--- src/rtl/wait_time_calc.sv ---
// wait_time_calc: sequential wait-time estimator, wtime = floor(SVC_TIME*(P+T-1)/T),
// using an MSB-first restoring divider. Define WTIME_MAX_TRACK_EN to add the wtime_max output.
module wait_time_calc #(
  parameter int PW       = 3,
  parameter int TW       = 2,
  parameter int OW       = 5,
  parameter int SVC_TIME = 3
) (
  input  logic          clk,
  input  logic          rst,
  input  logic          start,
  input  logic [PW-1:0] pcount,
  input  logic [TW-1:0] tcount,
  output logic          busy,
  output logic          done,
  output logic [OW-1:0] wtime,
  output logic          sat
`ifdef WTIME_MAX_TRACK_EN
  ,
  output logic [OW-1:0] wtime_max
`endif
);

  localparam int NW = PW + TW + 8;
  localparam int CW = $clog2(NW + 1);

  typedef enum logic [1:0] {IDLE, LOAD, DIV, FIN} state_t;

  state_t        state;
  logic [PW-1:0] p_q;
  logic [TW-1:0] t_q;
  logic [NW-1:0] acc;        // numerator in, quotient out (shifted in at the LSB)
  logic [TW-1:0] rem;
  logic [CW-1:0] cnt;

  logic          accept;
  logic          zero_op;
  logic [TW:0]   rem_shift;
  logic          ge;
  logic [TW-1:0] rem_next;
  logic          res_sat;
  logic [OW-1:0] res_wtime;

  // NOTE: every always_comb output gets a value on every path, so no latch is inferred.
  always_comb begin
    // The done cycle is kept separate from a fresh accept.
    accept    = start && (state == IDLE) && !done;
    zero_op   = (pcount == '0) || (tcount == '0);
    rem_shift = {rem, acc[NW-1]};
    ge        = rem_shift >= {1'b0, t_q};
    rem_next  = ge ? (rem_shift[TW-1:0] - t_q) : rem_shift[TW-1:0];
    res_sat   = |(acc >> OW);
    res_wtime = res_sat ? '1 : OW'(acc);
  end

  // NOTE: datapath registers have no reset; the FSM always loads them before use.
  always_ff @(posedge clk) begin
    case (state)
      IDLE: begin
        if (accept) begin
          p_q <= pcount;
          t_q <= tcount;
          acc <= '0;
        end
      end
      LOAD: begin
        acc <= NW'(SVC_TIME) * (NW'(p_q) + NW'(t_q) - NW'(1));
        rem <= '0;
        cnt <= '0;
      end
      DIV: begin
        acc <= {acc[NW-2:0], ge};
        rem <= rem_next;
        cnt <= cnt + CW'(1);
      end
      default: ;
    endcase
  end

  // NOTE: sequential state is written with non-blocking assignments only.
  always_ff @(posedge clk) begin
    if (rst) begin
      state <= IDLE;
      busy  <= 1'b0;
      done  <= 1'b0;
      wtime <= '0;
      sat   <= 1'b0;
`ifdef WTIME_MAX_TRACK_EN
      wtime_max <= '0;
`endif
    end else begin
      done <= 1'b0;
      case (state)
        IDLE: begin
          if (accept) begin
            busy  <= 1'b1;
            state <= zero_op ? FIN : LOAD;
          end
        end
        LOAD: state <= DIV;
        DIV: begin
          if (cnt == CW'(NW - 1)) state <= FIN;
        end
        FIN: begin
          busy  <= 1'b0;
          done  <= 1'b1;
          wtime <= res_wtime;
          sat   <= res_sat;
`ifdef WTIME_MAX_TRACK_EN
          if (res_wtime > wtime_max) wtime_max <= res_wtime;
`endif
          state <= IDLE;
        end
        default: state <= IDLE;
      endcase
    end
  end

`ifndef SYNTHESIS
  always_ff @(posedge clk) begin
    if (done) $display("Please Wait %d Minutes To Be Served.", wtime);
  end
`endif

endmodule

--- config.mk ---
export PLATFORM = sky130hd
export DESIGN_NAME = wait_time_calc
export DESIGN_NICKNAME = d
export VERILOG_FILES = /design/src/rtl/wait_time_calc.sv
export SDC_FILE = /design/constraint.sdc
export NUM_CORES = 1
export LEC_CHECK = 0
export ABC_AREA = 1
export CAP_MARGIN = 5
export CORE_AREA = 2 2 59 61
export DETAILED_ROUTE_END_ITERATION = 12
export DIE_AREA = 0 0 61 63
export PLACE_DENSITY = 0.83
export RECOVER_POWER = 100
export SLEW_MARGIN = 20
export SYNTH_ARGS = -nofsm -noshare
export SYNTH_HDL_FRONTEND = slang
export SYNTH_SLANG_ARGS = --single-unit
--- constraint.sdc ---
create_clock -name clk -period 4.99 [get_ports clk]
set_input_delay 0.7485 -clock clk [delete_from_list [all_inputs] [get_ports clk]]
set_output_delay 0.7485 -clock clk [all_outputs]
set_load 0.01 [all_outputs]
-- Word level (Yosys, flattened, before mapping)
Cells that the tools add are included.
Widths: inputs -> output; s select.
- flip-flop bits (word level): 34
- bits of input ports: 8
- output and inout bits: 8
- word-level logic and storage cells: 50
- $add $sub $neg: 4
- $mul: 1
- magnitude comparators: 1
- eq/ne operators: 6
- multiplexer cells: 13
- reductions and logical operators: 15
- operators by type and width (kind ; count):
    $pmux 13 s3 ; 1
    $mux 13 ; 1
    $mul 3x5->8 const A ; 1
    $mux 2 ; 4
    $pmux 2 s4 ; 1
    $pmux 4 s2 ; 1
    $reduce_and 2->1 ; 4
    $reduce_or 8->1 ; 1
    $mux 5 ; 1
    $sub 4x1->5 const B ; 1
    $add 3x2->4 ; 1
    $add 4x1->4 const B ; 1
    $eq 2x2->1 const B ; 2
    $eq 4x4->1 const B ; 1
    $logic_not 2->1 ; 2
    $ne 2x2->1 const B ; 2
    $pmux 2 s2 ; 1
    $reduce_bool 2->1 ; 2
    $ge 3x2->1 ; 1
    $logic_not 3->1 ; 1
    $reduce_bool 3->1 ; 1
    $eq 2x1->1 const B ; 1
    $logic_and 1x1->1 ; 2
    $mux 1 ; 2
    4 further kinds ; 4

-- Logic depth before layout (Yosys ltp)
- word-level depth: 5
- depth in mapped cells: 16
- mapped depth without buffers: 16

-- Worst setup path before layout
No wires, ideal clock.
- kind: register -> register
- from: reg t_q[1]
- to: reg acc[6] (data pin)
- setup time: 0.270 ns
- data arrival time: 2.606 ns
- data required time: 4.720 ns
- slack: 2.114 ns
- stages on the path, launching flop included: 17
- path buffers: 0
- clock period less this slack: 2.876 ns
- cells stage by stage: edfxtp_1 > inv_1 > ha_1 > inv_1 > ha_1 > inv_1 > fa_1 > ha_1 > ha_1 > inv_1 > fa_1 > inv_1 > nand3_1 > nand2_1 > nand2_1 > nand3_1 > a21oi_1
- cells in the longest elaborated chain, start to end: 4
- RTL lines (what ; line ; source):
    start: declaration ; 31 ; logic [TW-1:0] t_q;
    start signal: assignment ; 62 ; t_q <= tcount;
    $add 3x2->4 ; 67 ; acc <= NW'(SVC_TIME) * (NW'(p_q) + NW'(t_q) - NW'(1));
    $sub 4x1->5 ; 67 ;
    $mul 3x5->8 ; 67 ;
    $pmux 13 s3 ; 58 ; case (state)
    end signal: assignment ; 67 ;
    end signal: assignment ; 72 ; acc <= {acc[NW-2:0], ge};
    end: declaration ; 32 ; logic [NW-1:0] acc;
Every way passes these cells.
A chain may end at the register's enable or synchronous reset.

-- Final worst setup path
- from: reg t_q[1]
- to: reg acc[8] (data pin)
Same word-level chain as after synthesis.

==> run_summary.xml <==
<?xml version="1.0" encoding="UTF-8"?>
<metrics>
  <group name="cells_and_area">
    <metric name="post_route_cells_drive_above_1_share" unit="%">5.093</metric>
    <metric name="areaGrowthSynthToFinish" unit="%">11.09</metric>
    <metric name="final_nets" unit="">247</metric>
    <metric name="insertedDiodeCount" unit="">0</metric>
  </group>
  <group name="placed_design">
    <metric name="gp_congestion" unit="">0.7768</metric>
    <metric name="dp_hpwl" unit="um">2554</metric>
    <metric name="pre_cts_slack" unit="ps">1926</metric>
    <metric name="io_buffers" unit="">15</metric>
  </group>
  <group name="sta">
    <metric name="finalWorstPathRequiredPeriod" unit="ps">3148</metric>
    <metric name="rsz0062_at_grt" unit="">no</metric>
    <metric name="worst-slew-pin-transition" unit="ps">1048</metric>
    <metric name="finalClockSkew" unit="ps">16.45</metric>
    <metric name="fin_setup_tns" unit="ps">0</metric>
    <metric name="setup_slack" unit="ps">1842</metric>
    <metric name="final-max-slew-violation-count" unit="">0</metric>
    <metric name="final_critical_path_share_of_the_clock_period" unit="%">63.09</metric>
    <metric name="finalSetupViolations" unit="">0</metric>
    <metric name="slew_headroom" unit="%">29.86</metric>
    <metric name="clock.fmax" unit="GHz">0.3176</metric>
    <metric name="final_hold_viol_count" unit="">0</metric>
    <metric name="timing.hold.ws" unit="ps">472.9</metric>
  </group>
  <group name="global_route">
    <metric name="vias_in_the_first_global_route" unit="">1313</metric>
    <metric name="largest_net_degree_at_the_start_of_global_routing" unit="">19</metric>
    <metric name="grtUsageTotal" unit="%">21.20</metric>
    <metric name="grt_first_pass_wirelength" unit="um">5871</metric>
    <metric name="number_of_antenna_violations_at_the_first_check_in_global_routing" unit="">0</metric>
    <metric name="globalRouteOverflowTotal" unit="">0</metric>
  </group>
  <group name="cts">
    <metric name="clkTransAtPathRegs" unit="ps">110</metric>
    <metric name="number_of_buffers_inserted_by_hold_repair_at_cts" unit="">0</metric>
    <metric name="number_of_sinks_driven_by_the_clock_tree" unit="">34</metric>
    <metric name="cts_resized" unit="">0</metric>
    <metric name="post_cts_setup_buffers" unit="">0</metric>
    <metric name="tritoncts.num_buffers" unit="">5</metric>
    <metric name="cts.path.max_buffers" unit="">2</metric>
    <metric name="skew_pair_late_insertion_delay" unit="ps">360</metric>
    <metric name="ctsRootBufferMaster" unit="">clkbuf_4</metric>
    <metric name="htree_num_levels" unit="">2</metric>
    <metric name="tritoncts" unit="">done</metric>
  </group>
  <group name="floorplan">
    <metric name="chipWidth" unit="um">61</metric>
    <metric name="fp.dieArea" unit="sq um">3843</metric>
    <metric name="start_util" unit="%">59.70</metric>
    <metric name="boundaryPins" unit="">16</metric>
    <metric name="core_area" unit="sq um">3232</metric>
    <metric name="floorplan.rows" unit="">21</metric>
    <metric name="die_height" unit="um">63</metric>
  </group>
  <group name="worst_setup_path">
    <metric name="timing.critical_path.to_type" unit="">flip-flop</metric>
    <metric name="path_max_fanout" unit="">6</metric>
    <metric name="critical_path.slowest_cell" unit="">fa_1</metric>
    <metric name="critical_path_class" unit="">flip-flop to flip-flop</metric>
    <metric name="setup.reg_to_reg.worst_slack" unit="ps">1840</metric>
    <metric name="path_delay_family" unit="">adder cells</metric>
    <metric name="crit_buf_inv" unit="">2</metric>
    <metric name="path_cells" unit="">inv_1, ha_1, inv_1, ha_1, fa_1, xnor2_1, ha_1, ha_1, nand2_1, nand2_2, nand2_1, nand2_1, nand2_1, nand3_1, a21oi_1</metric>
    <metric name="critPathMaxStageDelay" unit="ps">380</metric>
    <metric name="critical_path_arrival" unit="ps">3240</metric>
    <metric name="startpoint_type" unit="">flip-flop</metric>
    <metric name="cp.required" unit="ps">5080</metric>
  </group>
  <group name="logic_synthesis">
    <metric name="synth.cell_area" unit="sq um">1929</metric>
    <metric name="synth_seq_cells" unit="">34</metric>
    <metric name="synth_area_leader_cell" unit="">edfxtp_1</metric>
    <metric name="postSynthNetCount" unit="">230</metric>
    <metric name="post_synth.cell_area_avg" unit="sq um">9.744</metric>
    <metric name="synth_cell_types" unit="">27</metric>
    <metric name="synth.top_cells.by_count" unit="">inv_1 (31), nand2_1 (31), edfxtp_1 (24)</metric>
    <metric name="post-synth-top-area-fraction" unit="%">37.35</metric>
    <metric name="netlist_instances" unit="">198</metric>
    <metric name="synth_async_sr_flop_share" unit="%">0</metric>
    <metric name="synth-edff-count" unit="">24</metric>
    <metric name="yosys_most_used_dff" unit="">edfxtp_1</metric>
    <metric name="synth_seq_area_share" unit="%">47.73</metric>
    <metric name="yosys_warnings" unit="">0</metric>
    <metric name="synthTopCellsByArea" unit="">edfxtp_1 (37%), ha_1 (14%), dfxtp_1 (10%), inv_1 (6.0%), nand2_1 (6.0%)</metric>
  </group>
  <group name="flow_run">
    <metric name="drv.max_cap_violation_count" unit="">0</metric>
  </group>
  <group name="drt">
    <metric name="drc_markers" unit="">0</metric>
    <metric name="dr_wl_met2" unit="um">1637</metric>
    <metric name="detail_route.wl_per_cell" unit="um">13.29</metric>
    <metric name="vias" unit="">1374</metric>
    <metric name="dr.max_layer_used" unit="">met4</metric>
    <metric name="drt_first_iter_violations" unit="">48</metric>
    <metric name="number_of_search_and_repair_iterations_in_the_first_detailed_routing_pass" unit="">4</metric>
    <metric name="drt-total-wl" unit="um">3481</metric>
    <metric name="wl_met3" unit="um">192</metric>
    <metric name="via_per_inst" unit="">5.244</metric>
    <metric name="met1_length" unit="um">1567</metric>
    <metric name="drtAntennaViolNets" unit="">0</metric>
  </group>
  <group name="worst_hold_path">
    <metric name="hold_class" unit="">flip-flop to flip-flop</metric>
  </group>
  <group name="pwr">
    <metric name="ir_worst_vdd" unit="mV">0.3155</metric>
    <metric name="total_leakage_power" unit="nW">0.9364</metric>
    <metric name="powerDensity" unit="nW/um^2">582.4</metric>
  </group>
  <group name="outcome">
    <metric name="outcome" unit="">finished, final reports clean</metric>
  </group>
</metrics>
-- report_power, final --
part	internal (mW)	switching [mW]	leakage (nW)
clock	0.0528	0.0939	0.0297
combinational	0.222	0.359	0.577
sequential	0.452	0.0686	0.329
total	0.727	0.522	0.936
-- cell families (layout without fill, tap and decap cells) --
| kind of cell | count (synthesis) | after routing | share of synthesized area (%) |
|---|---|---|---|
| compound gates | 35 | 35 | 10.12 |
| fa+ha+maj | 24 | 24 | 16.73 |
| simple gates | 61 | 61 | 14.66 |
| xor+xnor | 4 | 4 | 1.816 |
| flops | 34 | 34 | 47.73 |
| mux | 3 | 3 | 1.556 |
| buf+inv | 37 | 55 | 7.393 |
-- worst register-to-register path: cells and delay by family (launching register included) --
kind | cells | cell delay, ps
AND/OR/NAND/NOR | 6 | 570
buffers and inverters | 2 | 110
XOR/XNOR | 1 | 250
flip-flops | 1 | 340
adder cells (fa/ha/maj) | 5 | 1510
AO/OA/AOI/OAI | 1 | 110
-- layout make-up --
cell class | count | area (sq um)
clock buffers | 6 | 41.29
fillers | 269 | 1089
well taps | 46 | 57.56
inverters | 32 | 120.1
clock inverters | 2 | 8.758
repair buffers | 15 | 150.1
flip-flops and latches | 34 | 920.9
multi-input cells | 127 | 844.6
-- layer usage --
layer | up-vias | global-route usage [%]
met3 | 7 | 7.660
met5 | - | 0
li1 | 692 | -
met2 | 29 | 30.65
met4 | 0 | 10.05
met1 | 646 | 27.98
-- flip-flops by register name (all words and copies together), names as in the netlist --
name and cells:
cnt 4, wtime 5, done 1, sat 1, state 2, rem 2, busy 1, t_q 2
acc 13, p_q 3
-- metrics by stage --
step / utilization (%) / area [sq um] / cells / power, mW
6_report: 66.32 / 2143 / 262 / 1.248
3_5_place_dp: 65.43 / 2115 / 254 / 1.124
4_1_cts: 66.98 / 2165 / 262 / 1.275
3_3_place_gp: 65.43 / 2115 / 254 / 1.107
2_1_floorplan: - / 1929 / 198 / 0.9643
5_1_grt: 66.32 / 2143 / 262 / 1.363
-- layout by cell type, fill, tap and decap left out, drive strengths merged --
cell         netlist  layout
mux2i              3       3
nor2              12      12
nand4              4       4
nor3               2       2
ha                21      21
clkinv             0       2
nand3              9       9
o21a               1       1
nand2             34      34
o211ai             1       1
xnor2              2       2
inv               32      32
fa                 3       3
dfxtp             10      10
o21ai              7       7
xor2               2       2
a21oi             22      22
o21ba              1       1
a31oi              2       2
edfxtp            24      24
dlygate4sd3        0      15
a2bb2oi            1       1
clkbuf             2       6
-- path summary, 6_finish.rpt --
| kind | from | endpoint | cells past startpoint |
|---|---|---|---|
| worst max-delay path | t_q[1] | acc[8] | 15 |
| worst min-delay path | sat | sat | 2 |
| worst max register to register | t_q[1] | acc[8] | 15 |
| worst min register to register | sat | sat | 2 |
Note: power is estimated with default switching activity, not from simulation.
